`config.mk`:
```
export PLATFORM = sky130hd
export DESIGN_NAME = imem_loader
export DESIGN_NICKNAME = d
export VERILOG_FILES = /design/src/rtl/imem_loader_pkg.sv /design/src/rtl/imem_loader.sv
export SDC_FILE = /design/constraint.sdc
export NUM_CORES = 1
export LEC_CHECK = 0
export ABC_AREA = 0
export BUFFER_PORTS_ARGS = -buffer_cell sky130_fd_sc_hd__buf_4
export CORE_MARGIN = 2
export CORE_UTILIZATION = 51
export DETAILED_ROUTE_END_ITERATION = 6
export PLACE_DENSITY = 0.81
export SYNTH_ARGS = -nofsm -noshare
export SYNTH_HDL_FRONTEND = slang
export SYNTH_SLANG_ARGS = --single-unit
```
`constraint.sdc`:
```
create_clock -name clk -period 2.07 [get_ports clk]
set_input_delay 0.207 -clock clk [delete_from_list [all_inputs] [get_ports clk]]
set_output_delay 0.207 -clock clk [all_outputs]
set_load 0.02 [all_outputs]
```
`src/rtl/imem_loader_pkg.sv`:
```
// Shared definitions for the instruction-memory loader.
//   IMEM_ADDR_W : default instruction-memory word-address width
//   IMEM_DEPTH  : maximum number of words a load session may carry
//   ld_state_e  : loader FSM state encoding
package imem_loader_pkg;

  localparam int IMEM_ADDR_W = 10;
  localparam int IMEM_DEPTH  = 1024;

  typedef enum logic [2:0] {
    ST_IDLE   = 3'd0,
    ST_LEN_HI = 3'd1,
    ST_LEN_LO = 3'd2,
    ST_DATA   = 3'd3,
    ST_CSUM   = 3'd4,
    ST_DONE   = 3'd5,
    ST_ERR    = 3'd6
  } ld_state_e;

endpackage

```
`src/rtl/imem_loader.sv`:
```
// Byte-stream instruction-memory loader. Receives a 16-bit big-endian word
// count N, then N big-endian 32-bit words, then an XOR checksum byte of all
// data bytes. Words are written to instruction memory as they complete; the
// downstream core is held in reset until a load finishes with a good checksum.
//
// Ports
//   clk       : clock, all state on rising edge
//   rst       : synchronous active-low reset
//   start     : begin a load session (honoured in IDLE, DONE, ERR)
//   in_valid  : upstream byte valid
//   in_data   : upstream byte
//   in_ready  : byte accepted this cycle when in_valid is also high
//   im_we     : instruction-memory write strobe (one cycle per word)
//   im_addr   : instruction-memory word address
//   im_wdata  : instruction word
//   cpu_rst   : active-high core reset, low only in DONE
//   done      : load completed with good checksum
//   err       : load aborted (oversize length or bad checksum)
//   word_cnt  : words written in the current session
//
// state   | meaning
// --------+-----------------------------------------------
// IDLE    | waiting for start after reset
// LEN_HI  | expecting N[15:8]
// LEN_LO  | expecting N[7:0], then length is range-checked
// DATA    | packing bytes into words and writing them
// CSUM    | expecting checksum byte
// DONE    | image loaded, core released from reset
// ERR     | session aborted, core held in reset
import imem_loader_pkg::*;

module imem_loader #(
  parameter int ADDR_W   = IMEM_ADDR_W,
  parameter int IM_DEPTH = IMEM_DEPTH
) (
  input  logic              clk,
  input  logic              rst,
  input  logic              start,
  input  logic              in_valid,
  input  logic [7:0]        in_data,
  output logic              in_ready,
  output logic              im_we,
  output logic [ADDR_W-1:0] im_addr,
  output logic [31:0]       im_wdata,
  output logic              cpu_rst,
  output logic              done,
  output logic              err,
  output logic [ADDR_W:0]   word_cnt
);

  localparam int CNT_W = ADDR_W + 1;
  localparam logic [31:0] DEPTH_U = 32'(IM_DEPTH);

  ld_state_e          state_q, state_d;
  logic [15:0]        len_q, len_d;
  logic [7:0]         csum_q, csum_d;
  logic [1:0]         lane_q, lane_d;
  logic [23:0]        shreg_q, shreg_d;
  logic [CNT_W-1:0]   cnt_q, cnt_d;
  logic               we_q, we_d;
  logic [ADDR_W-1:0]  addr_q, addr_d;
  logic [31:0]        wdata_q, wdata_d;
  logic               done_q, err_q, cpu_rst_q;

  logic               xfer;
  logic [15:0]        len_full;
  logic [CNT_W-1:0]   cnt_inc;

  assign in_ready = (state_q == ST_LEN_HI) || (state_q == ST_LEN_LO) ||
                    (state_q == ST_DATA)   || (state_q == ST_CSUM);
  assign xfer     = in_valid && in_ready;
  // length as it will be once the current LEN_LO byte is latched
  assign len_full = {len_q[15:8], in_data};
  assign cnt_inc  = cnt_q + CNT_W'(1);

  always_comb begin
    state_d = state_q;
    len_d   = len_q;
    csum_d  = csum_q;
    lane_d  = lane_q;
    shreg_d = shreg_q;
    cnt_d   = cnt_q;
    we_d    = 1'b0;
    addr_d  = addr_q;
    wdata_d = wdata_q;
    case (state_q)
      ST_IDLE, ST_DONE, ST_ERR: begin
        if (start) begin
          state_d = ST_LEN_HI;
          len_d   = '0;
          csum_d  = '0;
          lane_d  = '0;
          cnt_d   = '0;
        end
      end
      ST_LEN_HI: begin
        if (xfer) begin
          len_d[15:8] = in_data;
          state_d     = ST_LEN_LO;
        end
      end
      ST_LEN_LO: begin
        if (xfer) begin
          len_d[7:0] = in_data;
          if (32'(len_full) > DEPTH_U) state_d = ST_ERR;
          else if (len_full == 16'd0)  state_d = ST_CSUM;
          else                         state_d = ST_DATA;
        end
      end
      ST_DATA: begin
        if (xfer) begin
          csum_d  = csum_q ^ in_data;
          lane_d  = lane_q + 2'd1;
          shreg_d = {shreg_q[15:0], in_data};
          if (lane_q == 2'd3) begin
            we_d    = 1'b1;
            addr_d  = cnt_q[ADDR_W-1:0];
            wdata_d = {shreg_q, in_data};
            cnt_d   = cnt_inc;
            if (32'(cnt_inc) == 32'(len_q)) state_d = ST_CSUM;
          end
        end
      end
      ST_CSUM: begin
        if (xfer) state_d = (in_data == csum_q) ? ST_DONE : ST_ERR;
      end
      default: state_d = ST_IDLE;
    endcase
  end

  always_ff @(posedge clk) begin
    if (!rst) begin
      state_q   <= ST_IDLE;
      len_q     <= '0;
      csum_q    <= '0;
      lane_q    <= '0;
      shreg_q   <= '0;
      cnt_q     <= '0;
      we_q      <= 1'b0;
      addr_q    <= '0;
      wdata_q   <= '0;
      done_q    <= 1'b0;
      err_q     <= 1'b0;
      cpu_rst_q <= 1'b1;
    end else begin
      state_q   <= state_d;
      len_q     <= len_d;
      csum_q    <= csum_d;
      lane_q    <= lane_d;
      shreg_q   <= shreg_d;
      cnt_q     <= cnt_d;
      we_q      <= we_d;
      addr_q    <= addr_d;
      wdata_q   <= wdata_d;
      // status flops follow the next state so they change on the same edge
      done_q    <= (state_d == ST_DONE);
      err_q     <= (state_d == ST_ERR);
      cpu_rst_q <= (state_d != ST_DONE);
    end
  end

  assign im_we    = we_q;
  assign im_addr  = addr_q;
  assign im_wdata = wdata_q;
  assign done     = done_q;
  assign err      = err_q;
  assign cpu_rst  = cpu_rst_q;
  assign word_cnt = cnt_q;

endmodule

```
---- After elaboration in Yosys (flattened, before gate mapping) ----
Cells that the tools add are included.
cells by class
  add/sub/neg operators ................... 2
  muxes and demuxes ....................... 26
  reductions and logical operators ........ 17
  eq/ne operators ......................... 17
  $lt $le $gt $ge ......................... 1
  bitwise gates (word level) .............. 1
operator list
  kind                                                              count
  one-hot mux 8 bit (2 select lines)                                3
  two-way mux 11 bit                                                3
  two-way mux 3 bit                                                 9
  two-way mux 8 bit                                                 3
  one-hot mux 11 bit (2 select lines)                               1
  equality test 11 x 16 -> 1 bit                                    1
  greater-than comparator 16 x 11 -> 1 bit (second input constant)  1
  zero test 16 bit                                                  1
  two-way mux 16 bit                                                1
  equality test 3 bit (second input constant)                       5
  one-hot mux 3 bit (5 select lines)                                1
  AND reduction 3 bit                                               5
  adder 11 x 1 -> 11 bit (second input constant)                    1
  equality test 8 bit                                               1
  inequality test 2 bit (second input constant)                     4
  XOR 8 bit                                                         1
  equality test 3 x 2 -> 1 bit (second input constant)              2
  two-way mux 2 bit                                                 3
  nonzero test 2 bit                                                3
  one-hot mux 2 bit (2 select lines)                                1
  AND reduction 4 bit                                               1
  equality test 3 x 1 -> 1 bit (second input constant)              1
  zero test 3 bit                                                   1
  logical OR 1 bit                                                  3
  other kinds (8)                                                   8
word-level totals
  register bits ........................... 110
  output and inout bits ................... 58
  input bits .............................. 12
  word-level logic and storage cells ...... 77

---- Longest topological paths before layout ----
Gate-level depths: netlist of the first run.
  depth in word-level cells ............... 8
  gate-level depth with buffers ........... 9
  depth with buffers taken out ............ 7

---- Worst setup path after synthesis of the first run ----
No wires, ideal clock.
  kind .................................... reg2reg
  start point ............................. reg cnt_q[0], in the netlist word_cnt[0]
  end point ............................... reg cpu_rst_q, in the netlist cpu_rst
  stages on the path, launching flop included .. 9
  path slack .............................. -0.246 ns
  path buffers ............................ 1
  clock period less this slack ............ 2.316 ns
  data arrival time ....................... 2.202 ns
  required time ........................... 1.956 ns
  library setup time ...................... 0.114 ns
  path through ............................ dfxtp_1 > ha_1 > buf_6 > nand3_4 > or3_4 > or3_1 > a31oi_2 > nand4b_1 > a21bo_1
between the ends
  cells in the longest elaborated chain, start to end .. 7
ends and longest elaborated chain
  element                             line                RTL
  from (decl)                         imem_loader.sv:59   logic [CNT_W-1:0] cnt_q, cnt_d;
  from (signal assigned)              imem_loader.sv:151  cnt_q <= cnt_d;
  adder 11 x 1 -> 11 bit              imem_loader.sv:74   assign cnt_inc = cnt_q + CNT_W'(1);
  equality test 11 x 16 -> 1 bit      imem_loader.sv:120  if (32'(cnt_inc) == 32'(len_q)) state_d = ST_CSUM;
  two-way mux 3 bit                   imem_loader.sv:120
  two-way mux 3 bit                   imem_loader.sv:115  if (lane_q == 2'd3) begin
  two-way mux 3 bit                   imem_loader.sv:111  if (xfer) begin
  one-hot mux 3 bit (5 select lines)  imem_loader.sv:86   case (state_q)
  inequality test 3 bit               imem_loader.sv:158  cpu_rst_q <= (state_d != ST_DONE);
  to (signal assigned)                imem_loader.sv:158
  to (decl)                           imem_loader.sv:63   logic done_q, err_q, cpu_rst_q;
No other way between the ends.
A chain may end at the register's enable or synchronous reset.

---- Final worst setup path of the first run ----
  start point ............................. reg cnt_q[1], in the netlist word_cnt[1]
  end point ............................... reg cpu_rst_q, in the netlist cpu_rst
Same word-level chain as after synthesis.

==> impl_summary.txt, run 1 <==
----------------------------------------------------
[STA]
  Crit path setup slack, layout ... -0.00788 ns
  Maximum clock skew at final layout ... 0.00976 ns
  Remaining max-slew budget at the tightest pin ... 67.6%
  Setup repair after global routing missed its margin ... true
  Achievable frequency ... between 400 and 500 MHz
  Post-route clock period utilization ... 100%
  # setup viols final ... 1
  Final period demand of the worst path ... 2.08 ns
  Least-Margin Pin Slew ... between 0.4 and 0.5 ns
  Number of pins exceeding their max-slew limit in the final report ... 0
  Final Hold Viols ... 0

[Synthesis]
  Number of warnings reported in the yosys synthesis log ... 0
  Largest area contributor in the synthesized netlist ... sky130_fd_sc_hd__dfxtp_1
  Top cells by area, synth ... sky130_fd_sc_hd__dfxtp_1 (45%), sky130_fd_sc_hd__nand2_1 (12%), sky130_fd_sc_hd__a21oi_1 (9.1%)
  Dominant register cell in the synthesized netlist ... sky130_fd_sc_hd__dfxtp_1
  Synthesis-stage register bit count ... 110
  Register area share after synthesis ... around 45%
  Cells after synthesis ... 612
  Average cell area after synthesis ... between 8 and 9 µm²
  EDFF count, synth ... 0
  Share of the synthesized area in the top cell type ... between 40% and 50%
  Distinct cell type count of the synthesized netlist ... 64
  Share of synthesized flip-flops with an asynchronous set or reset ... 0%
  Post-synthesis net count ... 626
  Syn Std Cell Area ... ~4900 µm²

[GRT]
  Pin count of the biggest net entering global routing ... ~100
  Antenna violations before repair ... 0
  Total global-route track usage ... about 24%
  First-pass GRT wire length ... 20.1 mm
  Global route total overflow ... 0
  Number of global-route vias before repair ... 4361

[Final layout]
  Area of the multi-input gates ... ~2500 µm²
  Total number of nets in the final design ... roughly 700
  Area growth from synthesis to layout ... 22.0%
  Non-filler cells in the finished layout ... 821
  Total of fill cells in the finished design ... ~810
  Share of post-route cells with drive strength above 1 ... 22.8%
  Util after Layout ... 64.6%
  ANT cells ... 0
  Most frequent cells in the layout ... sky130_fd_sc_hd__nand2_1 (151), sky130_fd_sc_hd__buf_4 (106), sky130_fd_sc_hd__dfxtp_1 (104)
  Register cell area after layout ... 2210 µm²
  Leading cell type in the layout, fill and taps excluded ... sky130_fd_sc_hd__nand2_1

[Power]
  Leakage dissipation ... roughly 2.3 nW
  VDD IR-drop max ... 0.000638 V
  Total power density per cell area ... 643 nW/µm²

[Status]
  Result of the run ... finished, violations left
  Violations in the final reports ... setup timing

[Floorplan]
  Number of ports placed on the die boundary ... 70
  Height of the die ... approximately 100 µm
  Placement row count ... 35
  Core outline area ... 9280 µm²
  Area enclosed by the die boundary ... ~10000 µm²
  Initial standard-cell utilization of the core ... 52.9%
  Die width ... 102 µm

[Routing]
  Average wire per standard cell ... approximately 15 µm
  Number of violations reported at the end of detailed-routing iteration 0 ... about 230
  Detailed-routing iteration count for the pre-antenna-repair pass ... 5
  Via count ... approximately 4.6k
  Total DRC errors in the routed layout ... 0
  Count of antenna-violating nets left after detailed routing ... 0
  Total Wirelength ... 12.6 mm
  Average vias per placed instance ... 5.66

[Critical path]
  Max Fanout on Critical Path ... 9
  Buffers plus inverters on the worst setup path ... 1
  Data required time at the worst endpoint ... between 2 and 2.5 ns
  Arrival @ worst endpoint ... 2.36 ns
  Classification of the worst setup path ... reg2reg
  Critical Path Max Stage Delay ... slightly below 0.4 ns
  Cell with the largest stage delay on the worst path ... sky130_fd_sc_hd__dfxtp_4
  CP startpoint kind ... flip-flop
  Family with the most delay on the worst path ... simple AND/OR/NAND/NOR gates
  Series of cell instances along the critical path ... ha_4, nand3_4, buf_4, nor4_1, o211ai_1, a31oi_4, nand4b_1, a21bo_1
  Setup crit end kind ... flip-flop

[Clocking]
  Maximum level of the CTS H-tree ... 3
  Clk slew on worst S/H paths ... between 0.1 and 0.15 ns
  Clock tree from TritonCTS ... yes
  Total clock buffers created by CTS ... 9
  Worst-skew pair later-pin latency ... 0.37 ns
  Clock buffer depth ... 2
  Sinks on the clock net ... 110
  Buffer type at the clock tree root ... sky130_fd_sc_hd__clkbuf_8

[Placement]
  Inst Count DP ... 800
  Final weighted congestion of routability-driven global placement ... 0.877
  Worst setup slack before clock tree synthesis ... -0.0153 ns
  Post-detail-place hpwl ... between 8 and 9 mm
  Count of buffers inserted at the top-level ports ... 69

[Run]
  Number of violations of the max-capacitance limit ... 0

[Worst hold path]
  Class of the tightest hold or removal check ... in2reg

----------------------------------------------------
[area by class of cell]
type	instances	share of cell area [%]
clock buffer	9	2.07
clock inverter	7	1.38
inverter	6	0.375
multi-input combinational	451	42.3
sequential	110	36.9
tap	129	2.69
timing repair buffer	109	14.3
[metal layers]
metal	GRT usage, %	wire length (µm)	vias up
met5	0	0	-
li1	-	-	2257
met4	7.59	238	0
met2	42.3	6310	139
met3	5.34	618	22
met1	29.7	5450	2227
[flip-flops by register name, indices dropped and copies added, names as in the netlist]
signal / cells
len_q: 16
im_addr: 10
word_cnt: 11
lane_q: 2
im_wdata: 32
csum_q: 8
state_q: 3
err: 1
cpu_rst: 1
done: 1
im_we: 1
shreg_q: 24
[synthesized netlist by cell type, types with 2 or more instances]
| cell type | n |
|---|---|
| sky130_fd_sc_hd__nand2b_1 | 13 |
| sky130_fd_sc_hd__o21ai_0 | 15 |
| sky130_fd_sc_hd__mux2i_1 | 9 |
| sky130_fd_sc_hd__nor3b_1 | 4 |
| sky130_fd_sc_hd__o22ai_1 | 4 |
| sky130_fd_sc_hd__o211a_1 | 4 |
| sky130_fd_sc_hd__a21oi_1 | 89 |
| sky130_fd_sc_hd__buf_2 | 11 |
| sky130_fd_sc_hd__nand3_1 | 15 |
| sky130_fd_sc_hd__o2111ai_1 | 2 |
| sky130_fd_sc_hd__nor4_1 | 5 |
| sky130_fd_sc_hd__o21ai_1 | 2 |
| sky130_fd_sc_hd__xor2_1 | 7 |
| sky130_fd_sc_hd__clkbuf_1 | 27 |
| sky130_fd_sc_hd__a21o_1 | 2 |
| sky130_fd_sc_hd__mux2_2 | 3 |
| sky130_fd_sc_hd__nor2_1 | 37 |
| sky130_fd_sc_hd__and4_1 | 2 |
| sky130_fd_sc_hd__and2_1 | 2 |
| sky130_fd_sc_hd__or2_2 | 2 |
| sky130_fd_sc_hd__ha_1 | 2 |
| sky130_fd_sc_hd__inv_1 | 6 |
| sky130_fd_sc_hd__nor3_1 | 4 |
| sky130_fd_sc_hd__nor2b_1 | 7 |
| sky130_fd_sc_hd__nand2_1 | 151 |
| sky130_fd_sc_hd__xnor2_1 | 6 |
| sky130_fd_sc_hd__a22oi_1 | 6 |
| sky130_fd_sc_hd__nand3b_1 | 2 |
| sky130_fd_sc_hd__o221ai_1 | 2 |
| sky130_fd_sc_hd__a31oi_1 | 4 |
| sky130_fd_sc_hd__a311oi_1 | 6 |
| sky130_fd_sc_hd__dfxtp_1 | 110 |
| sky130_fd_sc_hd__buf_6 | 5 |
| sky130_fd_sc_hd__and3_1 | 13 |
| sky130_fd_sc_hd__or4_1 | 4 |
[through the flow]
stage                     TNS [ns]  hold WS (ns)  area (µm²)  total power, mW
after CTS                 -0.00898         0.111        5920             3.86
after global placement           0         0.444        5690             2.57
after detailed placement   -0.0166         0.447        5690             2.58
after global routing        -0.305         0.107        6000             4.00
final                     -0.00788         0.107        6000             3.86
after floorplan                  0         0.343        4940             2.43
[power breakdown]
group / total, mW / switching, mW / internal, mW
Sequential: 2.15 / 0.0185 / 2.13
Clock: 1.31 / 0.813 / 0.494
Combinational: 0.402 / 0.236 / 0.167
[final timing paths]
| path | slack (ns) | depth (start not counted) | endpoint | startpoint |
|---|---|---|---|---|
| worst max register to register | -0.008 | 8 | cpu_rst | word_cnt[1] |
| worst min register to register | 0.46 | 2 | im_wdata[30] | shreg_q[22] |
| worst max-delay path | -0.008 | 8 | cpu_rst | word_cnt[1] |
| worst min-delay path | 0.11 | 2 | im_we | rst |
[worst register-to-register path, cell delays in order (launching register included)]
cell and delay (ns):
sky130_fd_sc_hd__dfxtp_4 0.39, sky130_fd_sc_hd__ha_4 0.19, sky130_fd_sc_hd__nand3_4 0.08, sky130_fd_sc_hd__buf_4 0.17
sky130_fd_sc_hd__nor4_1 0.36, sky130_fd_sc_hd__o211ai_1 0.20, sky130_fd_sc_hd__a31oi_4 0.18, sky130_fd_sc_hd__nand4b_1 0.20
sky130_fd_sc_hd__a21bo_1 0.22
[cell families after synthesis]
group	after synthesis	share of synthesized area, %
multiplexers	12	2.52
AND/OR/NAND/NOR	271	25.6
XOR/XNOR	14	2.80
AO/OA/AOI/OAI	152	18.6
buffers and inverters	51	5.14
adder cells (fa/ha/maj)	2	0.509
flip-flops	110	44.8
[timing repair]
item	in CTS	in global routing
pin swaps	1	12
setup buffers	2	3
gates resized for setup	2	15
setup endpoints to repair	2	36
hold buffers	0	0
Note: power is estimated with default switching activity, not from simulation.
==> run 2: changes to the inputs <==
ABC_AREA = not set   (was 0)
REMOVE_ABC_BUFFERS = 1   (was not set)
==> run 2 against run 1 <==
Compared with the run above: the flow now finishes without violations; final cell count stayed put; worst setup slack better by 0.024 ns; register-to-register slack better by 0.02 ns; critical endpoint unchanged; highest routed layer unchanged.
==> impl_summary.txt, run 2 (same netlist as run 1, synthesis figures left out) <==
----------------------------------------------------
[Final layout]
  ANT cells ... 0
  Share of post-route cells with drive strength above 1 ... about a quarter
  Flip-flop count of the largest register after layout ... 32
  Post-route design area ... about 6100 µm²
  Leading cell type in the layout, fill and taps excluded ... sky130_fd_sc_hd__nand2_1
  Total of fill cells in the finished design ... 842
  Area growth from synthesis to layout ... 23.7%
  Most frequent cells in the layout ... sky130_fd_sc_hd__nand2_1 (149), sky130_fd_sc_hd__dfxtp_1 (104), sky130_fd_sc_hd__buf_4 (102)
  Total number of nets in the final design ... 701

[GRT]
  First-pass GRT wire length ... 19.6 mm
  Global route total overflow ... 0
  Antenna violations before repair ... 0
  Total global-route track usage ... between 20% and 30%
  Pin count of the biggest net entering global routing ... 91
  Number of global-route vias before repair ... 4135

[Routing]
  Via count ... 4505
  Total Wirelength ... 12.0 mm
  Total DRC errors in the routed layout ... 0
  Average vias per placed instance ... 5.49
  Detailed-routing iteration count for the pre-antenna-repair pass ... 5
  Number of violations reported at the end of detailed-routing iteration 0 ... 241
  Count of antenna-violating nets left after detailed routing ... 0
  Average wire per standard cell ... 14.6 µm

[Critical path]
  Worst Reg2Reg Path Length in Cells ... 8
  Endpoint of the lowest-slack register-to-register path ... cpu_rst
  Max Fanout on Critical Path ... 9
  Arrival @ worst endpoint ... 2.33 ns
  Source of the worst register-to-register timing path ... word_cnt[1]
  Flop2flop setup slack ... roughly 0.016 ns
  CP startpoint kind ... flip-flop
  Setup crit end kind ... flip-flop
  Classification of the worst setup path ... reg2reg
  Data required time at the worst endpoint ... 2.34 ns

[Floorplan]
  Placement row count ... 35
  Number of ports placed on the die boundary ... 70
  Die width ... 102 µm
  Core outline area ... 9280 µm²
  Area enclosed by the die boundary ... 10400 µm²
  Height of the die ... 102 µm
  Initial standard-cell utilization of the core ... 52.9%

[Power]
  VDD IR-drop max ... 0.000372 V
  Final Power ... 3.83 mW
  Total power density per cell area ... 629 nW/µm²
  Leakage dissipation ... 2.34 nW

[Clocking]
  Total clock buffers created by CTS ... 9
  Sinks on the clock net ... 110
  Maximum level of the CTS H-tree ... 3
  Clk slew on worst S/H paths ... 0.11 ns
  Setup Buffers After CTS ... 0
  Worst-skew pair later-pin latency ... around 0.38 ns
  Clock buffer depth ... 2
  Buffer type at the clock tree root ... sky130_fd_sc_hd__clkbuf_8
  Clock tree from TritonCTS ... yes

[STA]
  Maximum clock skew at final layout ... 0.0127 ns
  Final Hold Viols ... 0
  Number of pins exceeding their max-slew limit in the final report ... 0
  Setup repair after global routing missed its margin ... true
  # setup viols final ... 0
  Post-route clock period utilization ... approximately 100%
  Remaining max-slew budget at the tightest pin ... 63.0%
  Achievable frequency ... 487 MHz
  Least-Margin Pin Slew ... 0.554 ns
  Crit path setup slack, layout ... 0.0159 ns
  Final period demand of the worst path ... 2.05 ns
  Setup total negative slack ... 0 ns

[Placement]
  Final weighted congestion of routability-driven global placement ... 0.878
  Post-detail-place hpwl ... 8.36 mm
  Worst setup slack before clock tree synthesis ... -0.137 ns
  Count of buffers inserted at the top-level ports ... 69
  Cell area after placement ... 5740 µm²

[Worst hold path]
  Worst min-delay path endpoint ... shreg_q[3]
  Hold Path Cell Cnt ... 3
  Worst hold start ... in_data[3]
  Class of the tightest hold or removal check ... in2reg

[Status]
  Result of the run ... finished, final reports clean

[Run]
  Number of violations of the max-capacitance limit ... 0

----------------------------------------------------
## run 2: worst max-delay path: stages, from the launching register on
cell and delay [ns]:
sky130_fd_sc_hd__dfxtp_2 0.37, sky130_fd_sc_hd__ha_4 0.15, sky130_fd_sc_hd__nand3_4 0.09, sky130_fd_sc_hd__buf_6 0.16
sky130_fd_sc_hd__nor3b_4 0.22, sky130_fd_sc_hd__o2111ai_2 0.18, sky130_fd_sc_hd__nor4_4 0.34, sky130_fd_sc_hd__nand4b_1 0.22
sky130_fd_sc_hd__a21bo_1 0.23
## run 2: worst max-delay path by stage
stage           startpoint          end
2_1_floorplan   state_q[1]  word_cnt[9]
3_3_place_gp   word_cnt[0]      cpu_rst
3_5_place_dp   word_cnt[0]      cpu_rst
4_1_cts        word_cnt[1]      cpu_rst
5_1_grt          len_q[13]      cpu_rst
6_report       word_cnt[1]      cpu_rst
## run 2: routing by layer
| metal | global-route usage [%] | share of wire, % | routed length [µm] |
|---|---|---|---|
| met1 | 31.1 | 46 | 5490 |
| met2 | 38.7 | 49 | 5850 |
| met3 | 3.42 | 3.5 | 415 |
| met4 | 9.13 | 2.1 | 250 |
| met5 | 0 | 0 | 0 |
## run 2: final cells by class
| type | count | area, µm² | area share (%) |
|---|---|---|---|
| clock buffers | 10 | 128 | 2.10 |
| clock inverters | 6 | 57.6 | 0.947 |
| inverters | 6 | 22.5 | 0.371 |
| multi-input cells | 451 | 2610 | 42.9 |
| flip-flops and latches | 110 | 2210 | 36.4 |
| well taps | 129 | 161 | 2.66 |
| repair buffers | 109 | 888 | 14.6 |
## run 2: repair_timing
item | in CTS | in global routing
gates resized for setup | 7 | 26
hold buffers | 0 | 0
setup endpoints to repair | 8 | 37
endpoints found under the hold margin | 0 | 0
pin swaps | 5 | 8
## run 2: through the flow
stage / utilization, % / std cells / hold slack (ns)
floorplan: - / 567 / 0.343
global placement: 61.8 / 805 / 0.442
detailed placement: 61.8 / 805 / 0.446
CTS: 64.1 / 821 / 0.0709
global route: 65.5 / 821 / 0.0897
finish: 65.5 / 821 / 0.0895
## run 2: power breakdown
part	switching, mW	total, mW	internal, mW	leakage [nW]
registers	0.0203	2.15	2.13	0.890
clock network	0.777	1.25	0.472	0.0957
logic	0.243	0.423	0.180	1.36
